## src/rtl/tnn_feature_packer.sv

```systemverilog
// tnn_feature_packer
//
// Collects seven raw 8-bit feature beats into one frame. Each beat is
// quantised to 2 bits against three thresholds, and the frame is presented
// as a packed vector on feat_a..feat_g for a ternary classifier stage.
// A frame must end with s_last on exactly its 7th beat. A frame that ends
// early, or that runs past 7 beats, is discarded and frame_err pulses for
// one cycle. Beats that overrun a frame are dropped up to and including
// the next s_last.
//
// Optional feature: define TNN_PACK_ERRCNT_EN to add err_cnt. This is a
// saturating 8-bit count of frame_err pulses.
//
// Ports
//   clk        in   sole clock, rising edge
//   rst        in   synchronous active-high reset
//   s_valid    in   raw feature beat valid
//   s_ready    out  packer accepts beat (state decode, forced low in reset)
//   s_data     in   8-bit unsigned raw feature
//   s_last     in   marks the 7th (final) feature of a frame
//   feat_a..g  out  2-bit quantised features 0..6 (registered)
//   m_valid    out  packed vector valid (registered)
//   m_ready    in   classifier consumes the vector
//   frame_err  out  one-cycle pulse on a malformed frame (registered)
//   err_cnt    out  [TNN_PACK_ERRCNT_EN only] saturating error count

module tnn_feature_packer #(
    parameter logic [7:0] T0 = 8'd64,
    parameter logic [7:0] T1 = 8'd128,
    parameter logic [7:0] T2 = 8'd192
) (
    input  logic       clk,
    input  logic       rst,
    input  logic       s_valid,
    output logic       s_ready,
    input  logic [7:0] s_data,
    input  logic       s_last,
    output logic [1:0] feat_a,
    output logic [1:0] feat_b,
    output logic [1:0] feat_c,
    output logic [1:0] feat_d,
    output logic [1:0] feat_e,
    output logic [1:0] feat_f,
    output logic [1:0] feat_g,
    output logic       m_valid,
    input  logic       m_ready,
    output logic       frame_err
`ifdef TNN_PACK_ERRCNT_EN
    ,
    output logic [7:0] err_cnt
`endif
);

    typedef enum logic [1:0] {
        COLLECT = 2'd0,
        HOLD    = 2'd1,
        DROP    = 2'd2
    } state_t;

    // Boundary values map upward: a value equal to a threshold takes the
    // higher code.
    function automatic logic [1:0] quantise(input logic [7:0] v);
        logic [1:0] q;
        if (v >= T2)      q = 2'd3;
        else if (v >= T1) q = 2'd2;
        else if (v >= T0) q = 2'd1;
        else              q = 2'd0;
        return q;
    endfunction

    state_t      r_state;
    logic [2:0]  r_idx;
    // Beats 0..5 of the current frame. The oldest beat sits in the top bits.
    logic [11:0] r_buf;
    // Packed output vector {a,b,c,d,e,f,g}.
    logic [13:0] r_feat;
    logic        r_m_valid;
    logic        r_frame_err;

    logic        w_accept;
    logic [1:0]  w_q;

    // s_ready decodes state only. It is also held low during reset so that
    // no beat appears to be accepted while the packer is being cleared.
    assign s_ready  = !rst && (r_state != HOLD);
    assign w_accept = s_valid && s_ready;
    assign w_q      = quantise(s_data);

    assign feat_a    = r_feat[13:12];
    assign feat_b    = r_feat[11:10];
    assign feat_c    = r_feat[9:8];
    assign feat_d    = r_feat[7:6];
    assign feat_e    = r_feat[5:4];
    assign feat_f    = r_feat[3:2];
    assign feat_g    = r_feat[1:0];
    assign m_valid   = r_m_valid;
    assign frame_err = r_frame_err;

    // Capture buffer. It is data only and is not reset. After a reset the
    // index restarts at 0, and six fresh beats shift through before any
    // load, so stale entries can never reach the outputs.
    always_ff @(posedge clk) begin
        if (r_state == COLLECT && w_accept && !s_last && r_idx != 3'd6)
            r_buf <= {r_buf[9:0], w_q};
    end

    // Control FSM and registered outputs
    always_ff @(posedge clk) begin
        if (rst) begin
            r_state     <= COLLECT;
            r_idx       <= 3'd0;
            r_m_valid   <= 1'b0;
            r_frame_err <= 1'b0;
            r_feat      <= '0;
        end else begin
            r_frame_err <= 1'b0;
            case (r_state)
                COLLECT: begin
                    if (w_accept) begin
                        if (s_last) begin
                            r_idx <= 3'd0;
                            if (r_idx == 3'd6) begin
                                r_feat    <= {r_buf, w_q};
                                r_m_valid <= 1'b1;
                                r_state   <= HOLD;
                            end else begin
                                r_frame_err <= 1'b1;
                            end
                        end else if (r_idx == 3'd6) begin
                            // 7th beat without s_last: drop until s_last.
                            r_idx       <= 3'd0;
                            r_frame_err <= 1'b1;
                            r_state     <= DROP;
                        end else begin
                            r_idx <= r_idx + 3'd1;
                        end
                    end
                end
                HOLD: begin
                    if (m_ready) begin
                        r_m_valid <= 1'b0;
                        r_state   <= COLLECT;
                    end
                end
                DROP: begin
                    if (w_accept && s_last) begin
                        r_idx   <= 3'd0;
                        r_state <= COLLECT;
                    end
                end
                default: begin
                    r_idx     <= 3'd0;
                    r_m_valid <= 1'b0;
                    r_state   <= COLLECT;
                end
            endcase
        end
    end

`ifdef TNN_PACK_ERRCNT_EN
    logic [7:0] r_err_cnt;

    // Counts registered frame_err pulses and sticks at 255.
    always_ff @(posedge clk) begin
        if (rst)
            r_err_cnt <= 8'd0;
        else if (r_frame_err && r_err_cnt != 8'hFF)
            r_err_cnt <= r_err_cnt + 8'd1;
    end

    assign err_cnt = r_err_cnt;
`endif

endmodule

```

## config.mk

```make
export PLATFORM = sky130hd
export DESIGN_NAME = tnn_feature_packer
export DESIGN_NICKNAME = d
export VERILOG_FILES = /design/src/rtl/tnn_feature_packer.sv
export SDC_FILE = /design/constraint.sdc
export NUM_CORES = 1
export LEC_CHECK = 0
export ABC_AREA = 1
export BUFFER_PORTS_ARGS = -buffer_cell sky130_fd_sc_hd__buf_2
export CORE_MARGIN = 1
export CORE_UTILIZATION = 51
export CTS_BUF_LIST = sky130_fd_sc_hd__clkbuf_16
export DETAILED_ROUTE_END_ITERATION = 8
export GPL_ROUTABILITY_DRIVEN = 0
export PLACE_DENSITY = 0.83
export SKIP_CTS_REPAIR_TIMING = 1
export SYNTH_ARGS = -nofsm -noshare
export SYNTH_HDL_FRONTEND = slang
export SYNTH_SLANG_ARGS = --single-unit
```

## constraint.sdc

```tcl
create_clock -name clk -period 2.9 [get_ports clk]
set_clock_uncertainty 0.05 [all_clocks]
set_input_delay 0.29 -clock clk [delete_from_list [all_inputs] [get_ports clk]]
set_output_delay 0.29 -clock clk [all_outputs]
set_load 0.1 [all_outputs]
```

# Word level (Yosys, flattened, before mapping)
# Index checks and enable logic that the tools add are counted.
[classes]
addsub = 1
order_cmp = 3
n_eq_ne = 10
mux = 23
bitwise_logic = 4
reduce_logical = 14
[op_table]
columns = ["cell", "count"]
rows = [
  ["$ge 8x8->1 const B", 2],
  ["$mux 2", 8],
  ["$mux 3", 4],
  ["$pmux 3 s3", 1],
  ["$ge 8x7->1 const B", 1],
  ["$mux 1", 8],
  ["$ne 2x2->1 const B", 4],
  ["$reduce_and 4->1", 2],
  ["$logic_and 1x1->1", 6],
  ["$pmux 2 s3", 1],
  ["$reduce_and 5->1", 1],
  ["$ne 2x1->1 const B", 2],
  ["$not 1->1", 4],
  ["$add 3x1->3 const B", 1],
  ["$eq 3x3->1 const B", 1],
  ["$ne 3x3->1 const B", 1],
  ["$pmux 1 s3", 1],
  ["$reduce_and 3->1", 1],
  ["$reduce_or 3->1", 1],
  ["$eq 2x1->1 const B", 1],
  ["$eq 2x2->1 const B", 1],
  ["$logic_not 1->1", 2],
  ["$logic_not 2->1", 1],
]
[word_totals]
regBits = 33
in_bits = 13
elab_cells = 61

# Logic depth before layout (Yosys ltp)
# Gate-level depths: netlist of run 1.
[logic_depth]
depth_word = 6
mapped_depth = 9
mapped_depth_nobuf = 8

# Least setup slack after synthesis of run 1
# No wires, ideal clock.
[synth_timing]
path_type = "flip-flop to flip-flop"
from = "reg r_state[0]"
to = "reg r_buf[0] (enable)"
arrival_time_ns = 1.383
required_time_ns = 2.470
setup_slack_ns = 1.087
path_stages_with_launch = 5
period_less_slack_ns = 1.813
path_cell_list = "dfxtp_1 -> buf_6 -> nor3_1 -> nand2_1 -> nor2_1"
[synth_between]
elab_chain_len = 6
[synth_rtl]
columns = ["item", "line", "text"]
rows = [
  ["start: declaration", "71", "state_t r_state;"],
  ["start signal: assignment", "110", "r_state <= COLLECT;"],
  ["start signal: assignment", "125", "r_state <= HOLD;"],
  ["start signal: assignment", "133", "r_state <= DROP;"],
  ["$ne 2x1->1", "85", "assign s_ready = !rst && (r_state != HOLD);"],
  ["$logic_and 1x1->1", "85", ""],
  ["$logic_and 1x1->1", "86", "assign w_accept = s_valid && s_ready;"],
  ["$logic_and 1x1->1 (*) (3 in a row)", "103", "if (r_state == COLLECT && w_accept && !s_last && r_idx != 3'd6)"],
  ["end signal: assignment", "104", "r_buf <= {r_buf[9:0], w_q};"],
  ["end: declaration", "74", "logic [11:0] r_buf;"],
]
# Every way passes the cells marked *; elsewhere a longest branch is shown, timed or not.
# A chain may end at the register's enable or synchronous reset.

# Worst setup path after layout of run 1
[layout_timing]
from = "reg r_state[1]"
to = "out s_ready"
[layout_between]
elab_chain_len = 2
[layout_rtl]
columns = ["item", "line", "text"]
rows = [
  ["$ne 2x1->1", "85", ""],
  ["$logic_and 1x1->1", "85", ""],
  ["end: declaration", "35", "output logic s_ready,"],
]
# No other way between the ends.

==> results of run 1 <==
==> where the power goes <==
part / leakage, nW / switching (mW) / internal (mW)
Sequential: 0.280 / 0.00662 / 0.490
Clock: 0.0850 / 0.179 / 0.399
Combinational: 0.290 / 0.0447 / 0.0165
Total: 0.655 / 0.230 / 0.906
==> worst min path at each step <==
stage,start,to,cells past startpoint
finish,s_data[6],r_buf[0]$_DFFE_PP_,1
global route,s_data[6],r_buf[0]$_DFFE_PP_,1
CTS,s_data[6],r_buf[0]$_DFFE_PP_,1
detailed placement,r_buf[3]$_DFFE_PP_,r_buf[5]$_DFFE_PP_,0
global placement,r_buf[2]$_DFFE_PP_,r_buf[4]$_DFFE_PP_,0
floorplan,rst,r_state[1]$_SDFFE_PP0P_,1
==> registers in the layout, summed over array words and instances (netlist names) <==
| name | count |
|---|---|
| frame_err | 1 |
| m_valid | 1 |
| r_buf | 12 |
| r_feat | 14 |
| r_idx | 3 |
| r_state | 2 |
==> layout by cell type, fill, tap and decap left out, types with 2 or more instances in the layout <==
cell type,synthesis,final
a21oi_1,5,5
buf_2,2,23
clkbuf_16,0,5
clkinv_2,1,2
dfxtp_1,21,21
edfxtp_1,12,12
inv_1,4,5
inv_2,2,2
nand2_1,16,16
nand3_1,3,3
nand3_2,2,2
nor2_1,42,42
o21ai_0,17,17
==> routing by layer <==
layer	vias to the layer above	part of all wire, %	global-route usage (%)
li1	501	-	-
met1	452	46	23.0
met2	28	47	37.8
met3	5	5.1	9.65
met4	0	1.5	9.46
met5	-	0	0
==> final cells by class <==
cell class,instances,share of cell area (%)
Clock buffer,5,8.09
Clock inverter,3,2.51
Inverter,7,1.78
Multi-Input combinational cell,92,26.9
Sequential cell,33,50.5
Tap cell,28,2.27
Timing Repair Buffer,24,7.93
==> logic make-up after synthesis <==
| family | Yosys count | share of synthesized area, % |
|---|---|---|
| AO/OA/AOI/OAI | 24 | 10.4 |
| flip-flops | 33 | 61.5 |
| buffers and inverters | 14 | 5.62 |
| XOR/XNOR | 1 | 0.690 |
| AND/OR/NAND/NOR | 67 | 21.8 |
==> worst reg2reg max path, stage by stage, from the launching register on <==
cell,delay [ns]
dfxtp_1,0.40
nor3_1,0.55
nand2_1,0.10
nor2_1,0.11
buf_4,0.21
==> per-stage QoR <==
step,total power [mW],hold slack (ns)
after CTS,1.15,0.144
after global routing,1.17,0.147
after detailed placement,0.565,0.381
after floorplan,0.550,0.309
final,1.14,0.150
after global placement,0.563,0.381
==> impl_metrics.yaml, run 1 <==
timing:
  rsz0062_at_grt: "false"
  fin_ws_ns: 1.17
  worst_pin_slew_ns: 0.599
  finalHoldViolations: 0
  fin_tns_setup_ns: 0
  max_clock_freq_mhz: 578
  slew_headroom_pct: 59.8
  min_period_ns: 1.73
  period_share_pct: 59.7
  drv_slew: 0
  finalSetupViolations: 0
synth:
  synthFlopType: "dfxtp_1"
  synth_nets: 152
  synthDistinctLibCells: 21
  synth.area.top_cells: "dfxtp_1 33%, edfxtp_1 28%, nor2_1 12%"
  syn_inst: 139
  synthArstFlopShare_pct: 0
  syn_area_sq_mm: 0.00127
  avgSynthCellArea_sq_um: 9.13
  yosys.cell_count.top_type: "nor2_1"
  yosys.area.top_type_share_pct: 33.1
  synth_seq_cells: 33
  synth_common_cells: "42 x nor2_1, 21 x dfxtp_1, 17 x o21ai_0"
  synth_edf_count: 12
  yosysTopAreaCell: "dfxtp_1"
  ys.warnings.count: 0
  yosysSeqAreaShare_pct: 61.5
global_route:
  grt_start_max_net_pins: 21
  track_usage_pct: 22.0
  antenna_found_initial: 0
  grt_pass1_wl_mm: 4.08
  overflow: 0
  grt_pass1_vias: 936
pwr:
  powerDensity_mw_per_mm2: 734
  peakVddDrop_mv: 0.599
  p_leak_nw: 0.655
job:
  cap_violations: 0
critical_path:
  reg2reg_setup_slack_ns: 1.17
  crit_path_start: "r_state[1]$_SDFFE_PP0P_"
  critical_path_class: "reg2out"
  crit_fanout: 5
  endpoint_kind: "output pin"
  startpoint_type: "flop"
  r2r_end: "r_buf[1]$_DFFE_PP_"
  cpLargestDelayFamily: "buffers and inverters"
  reg2reg_from: "r_state[0]$_SDFFE_PP0P_"
  crit_buf_inv: 2
  path_cells: "inv_2, a21oi_4, buf_2"
  cpMaxStageDelayCell: "buf_2"
  arrival_ns: 1.39
  crit_cells: 3
  endpoint: "s_ready"
  max_stage_delay_ns: 0.44
  rr_worst_depth: 4
  crit_required_ns: 2.56
placement:
  place_inst: 184
  dpl.hpwl_mm: 1.54
  place_ws_ns: 1.10
  port_buffers: 23
  placed_area_sq_mm: 0.00138
cells_and_area:
  diodes: 0
  fillers: 177
  multi_input_area_sq_um: 417
  register_area_sq_um: 781
  drive_above_1_share_pct: 23.2
  area_growth_pct: 21.9
  utilization_pct: 67.9
  nets: 176
  design_area_sq_mm: 0.00155
  final_cells: 192
clock_network:
  numCtsBuffers: 5
  h-tree-depth: 2
  clk_pin_slew_worst_paths_ns: 0.05
  cts.sinks: 33
  clkLatencyLatePin_ns: 0.27
  root_buffer: "clkbuf_16"
  clockBufferDepth: 2
  cts_tree: "yes"
die:
  die_x_um: 51.9
  rows: 17
  initial_utilization_pct: 55.7
  pin_count: 30
  coreArea_sq_mm: 0.00228
  die_y_um: 51.9
  die-area_sq_mm: 0.00269
detailed_routing:
  ant_nets: 0
  vias: 986
  vias_per_cell: 5.14
  post_drt_wl_per_cell_um: 12.8
  drt-total-wl_mm: 2.46
  first_pass_iters: 4
  drtIter0Drc: 33
  drc_errors: 0
hold_path:
  hp-class: "in2reg"
outcome:
  outcome: "finished, final reports clean"
Note: power is estimated with default switching activity, not from simulation.
==> run 2: changes to the inputs <==
--- a/config.mk
+++ b/config.mk
@@ -8,11 +8,11 @@
 export ABC_AREA = 1
 export BUFFER_PORTS_ARGS = -buffer_cell sky130_fd_sc_hd__buf_2
 export CORE_MARGIN = 1
-export CORE_UTILIZATION = 51
+export CORE_UTILIZATION = 46
 export CTS_BUF_LIST = sky130_fd_sc_hd__clkbuf_16
 export DETAILED_ROUTE_END_ITERATION = 8
 export GPL_ROUTABILITY_DRIVEN = 0
-export PLACE_DENSITY = 0.83
+export PLACE_DENSITY = 0.8
 export SKIP_CTS_REPAIR_TIMING = 1
 export SYNTH_ARGS = -nofsm -noshare
 export SYNTH_HDL_FRONTEND = slang
==> constraint.sdc (replaced) <==
create_clock -name clk -period 1.5 [get_ports clk]
set_clock_uncertainty 0.05 [all_clocks]
set_input_delay 0.15 -clock clk [delete_from_list [all_inputs] [get_ports clk]]
set_output_delay 0.15 -clock clk [all_outputs]
set_load 0.1 [all_outputs]
==> impl_metrics.yaml, run 2 (synthesis gave the netlist of run 1 again) <==
cells_and_area:
  design_area_sq_mm: 0.00163
  layout_common_cells: "40 x nor2_1, 22 x buf_2, 19 x dfxtp_1, 16 x nand2_1"
  drive_above_1_share_pct: 27.1
  utilization_pct: 63.9
  diodes: 0
  nets: 179
  top_register: "r_feat"
  area_growth_pct: 28.2
  final_common_cell: "nor2_1"
  reg_top3: "r_feat x14, r_buf x12, r_idx x3"
  largest_reg_flops: 14
detailed_routing:
  drc_errors: 0
  vias: 1036
  drtIter0Drc: 27
  post_drt_wl_per_cell_um: 13.0
  vias_per_cell: 5.29
  ant_nets: 0
  drt-total-wl_mm: 2.56
  first_pass_iters: 4
hold_path:
  hp-class: "in2reg"
  hold-path-cell-count: 1
  hold_end: "r_buf[0]$_DFFE_PP_"
  worstHoldStart: "s_data[6]"
placement:
  placed_area_sq_mm: 0.00143
  place_ws_ns: 0.0152
  port_buffers: 23
  dpl.hpwl_mm: 1.59
critical_path:
  critical_path_class: "reg2reg"
  cpMaxStageDelayCell: "dfxtp_2"
  startpoint_type: "flop"
  endpoint_kind: "flop"
  reg2reg_from: "r_state[0]$_SDFFE_PP0P_"
  crit_required_ns: 1.44
  r2r_end: "r_buf[5]$_DFFE_PP_"
  max_stage_delay_ns: 0.37
  rr_worst_depth: 4
  crit_fanout: 12
  reg2reg_setup_slack_ns: 0.02
  path_cells: "nor3_1, nand2_1, nor2_4, buf_12"
  arrival_ns: 1.42
clock_network:
  h-tree-depth: 2
  clk_pin_slew_worst_paths_ns: 0.05
  cts.sinks: 33
  clockBufferDepth: 2
  numCtsBuffers: 5
  cts_tree: "yes"
  clkLatencyLatePin_ns: 0.28
  root_buffer: "clkbuf_16"
die:
  die_x_um: 54.5
  initial_utilization_pct: 49.9
  die_y_um: 54.5
  rows: 18
  die-area_sq_mm: 0.00297
  coreArea_sq_mm: 0.00254
  pin_count: 30
timing:
  min_period_ns: 1.48
  worst_pin_slew_ns: 0.484
  period_share_pct: 98.6
  finalHoldViolations: 0
  finalSetupViolations: 0
  fin_ws_ns: 0.0211
  fin_tns_setup_ns: 0
  slew_headroom_pct: 68.0
  max_clock_freq_mhz: 676
  drv_slew: 0
global_route:
  grt_start_max_net_pins: 20
  grt_pass1_vias: 847
  antenna_found_initial: 0
  track_usage_pct: 18.2
  grt_pass1_wl_mm: 3.60
  overflow: 0
pwr:
  power.total_mw: 2.22
  powerDensity_mw_per_mm2: 1360
  peakVddDrop_mv: 0.997
  p_leak_nw: 0.669
outcome:
  outcome: "finished, final reports clean"
job:
  cap_violations: 0
## run 2: changes by cell type in the layout (fill, tap and decap cells not counted), sizes merged
| cell | previous run | this run |
|---|---|---|
| nand3 | 5 | 6 |
| inv | 7 | 6 |
| buf | 24 | 26 |
## run 2: routing by layer
| layer | wire length [um] | track usage (%) | vias to the layer above | share of wire, % |
|---|---|---|---|---|
| li1 | - | - | 508 | - |
| met1 | 1140 | 20.5 | 475 | 45 |
| met2 | 1190 | 29.7 | 45 | 47 |
| met3 | 149 | 5.00 | 8 | 5.8 |
| met4 | 70 | 12.8 | 0 | 2.7 |
| met5 | 0 | 0 | - | 0 |
## run 2: critical path: cells and delay by family (launching register included)
| family | cells | cell delay, ns |
|---|---|---|
| flops | 1 | 0.37 |
| buf+inv | 1 | 0.15 |
| simple gates | 3 | 0.61 |
## run 2: stage by stage
stage | hold slack (ns) | std cells
after detailed placement | 0.299 | 187
after CTS | 0.0139 | 194
final | 0.0205 | 196
after global routing | 0.0212 | 196
after global placement | 0.290 | 187
after floorplan | 0.162 | 139
## run 2: where the power goes
| part | internal (mW) | leakage, nW | switching (mW) |
|---|---|---|---|
| registers | 0.947 | 0.281 | 0.0141 |
| logic | 0.0451 | 0.308 | 0.0965 |
| clock network | 0.769 | 0.0797 | 0.344 |
| total | 1.76 | 0.669 | 0.454 |
## run 2: worst max-delay path by stage
stage / slack [ns] / cells past startpoint / from / end
floorplan: -0.21 / 6 / r_state[1]$_SDFFE_PP0P_ / r_feat[10]$_SDFFE_PP0P_
detailed placement: 0.02 / 3 / r_state[0]$_SDFFE_PP0P_ / r_buf[1]$_DFFE_PP_
global placement: 0.07 / 3 / r_state[0]$_SDFFE_PP0P_ / r_buf[1]$_DFFE_PP_
CTS: 0.009 / 3 / r_state[0]$_SDFFE_PP0P_ / r_buf[3]$_DFFE_PP_
global route: -0.03 / 4 / r_state[0]$_SDFFE_PP0P_ / r_buf[3]$_DFFE_PP_
finish: 0.02 / 4 / r_state[0]$_SDFFE_PP0P_ / r_buf[5]$_DFFE_PP_
## run 2: cell type report
| type | count | area, sq um |
|---|---|---|
| Clock buffer | 5 | 125 |
| Fill cell | 205 | 918 |
| Timing Repair Buffer | 26 | 165 |
| Inverter | 7 | 31.3 |
| Tap cell | 30 | 37.5 |
| Sequential cell | 33 | 783 |
| Multi-Input combinational cell | 93 | 449 |
| Clock inverter | 2 | 35.0 |
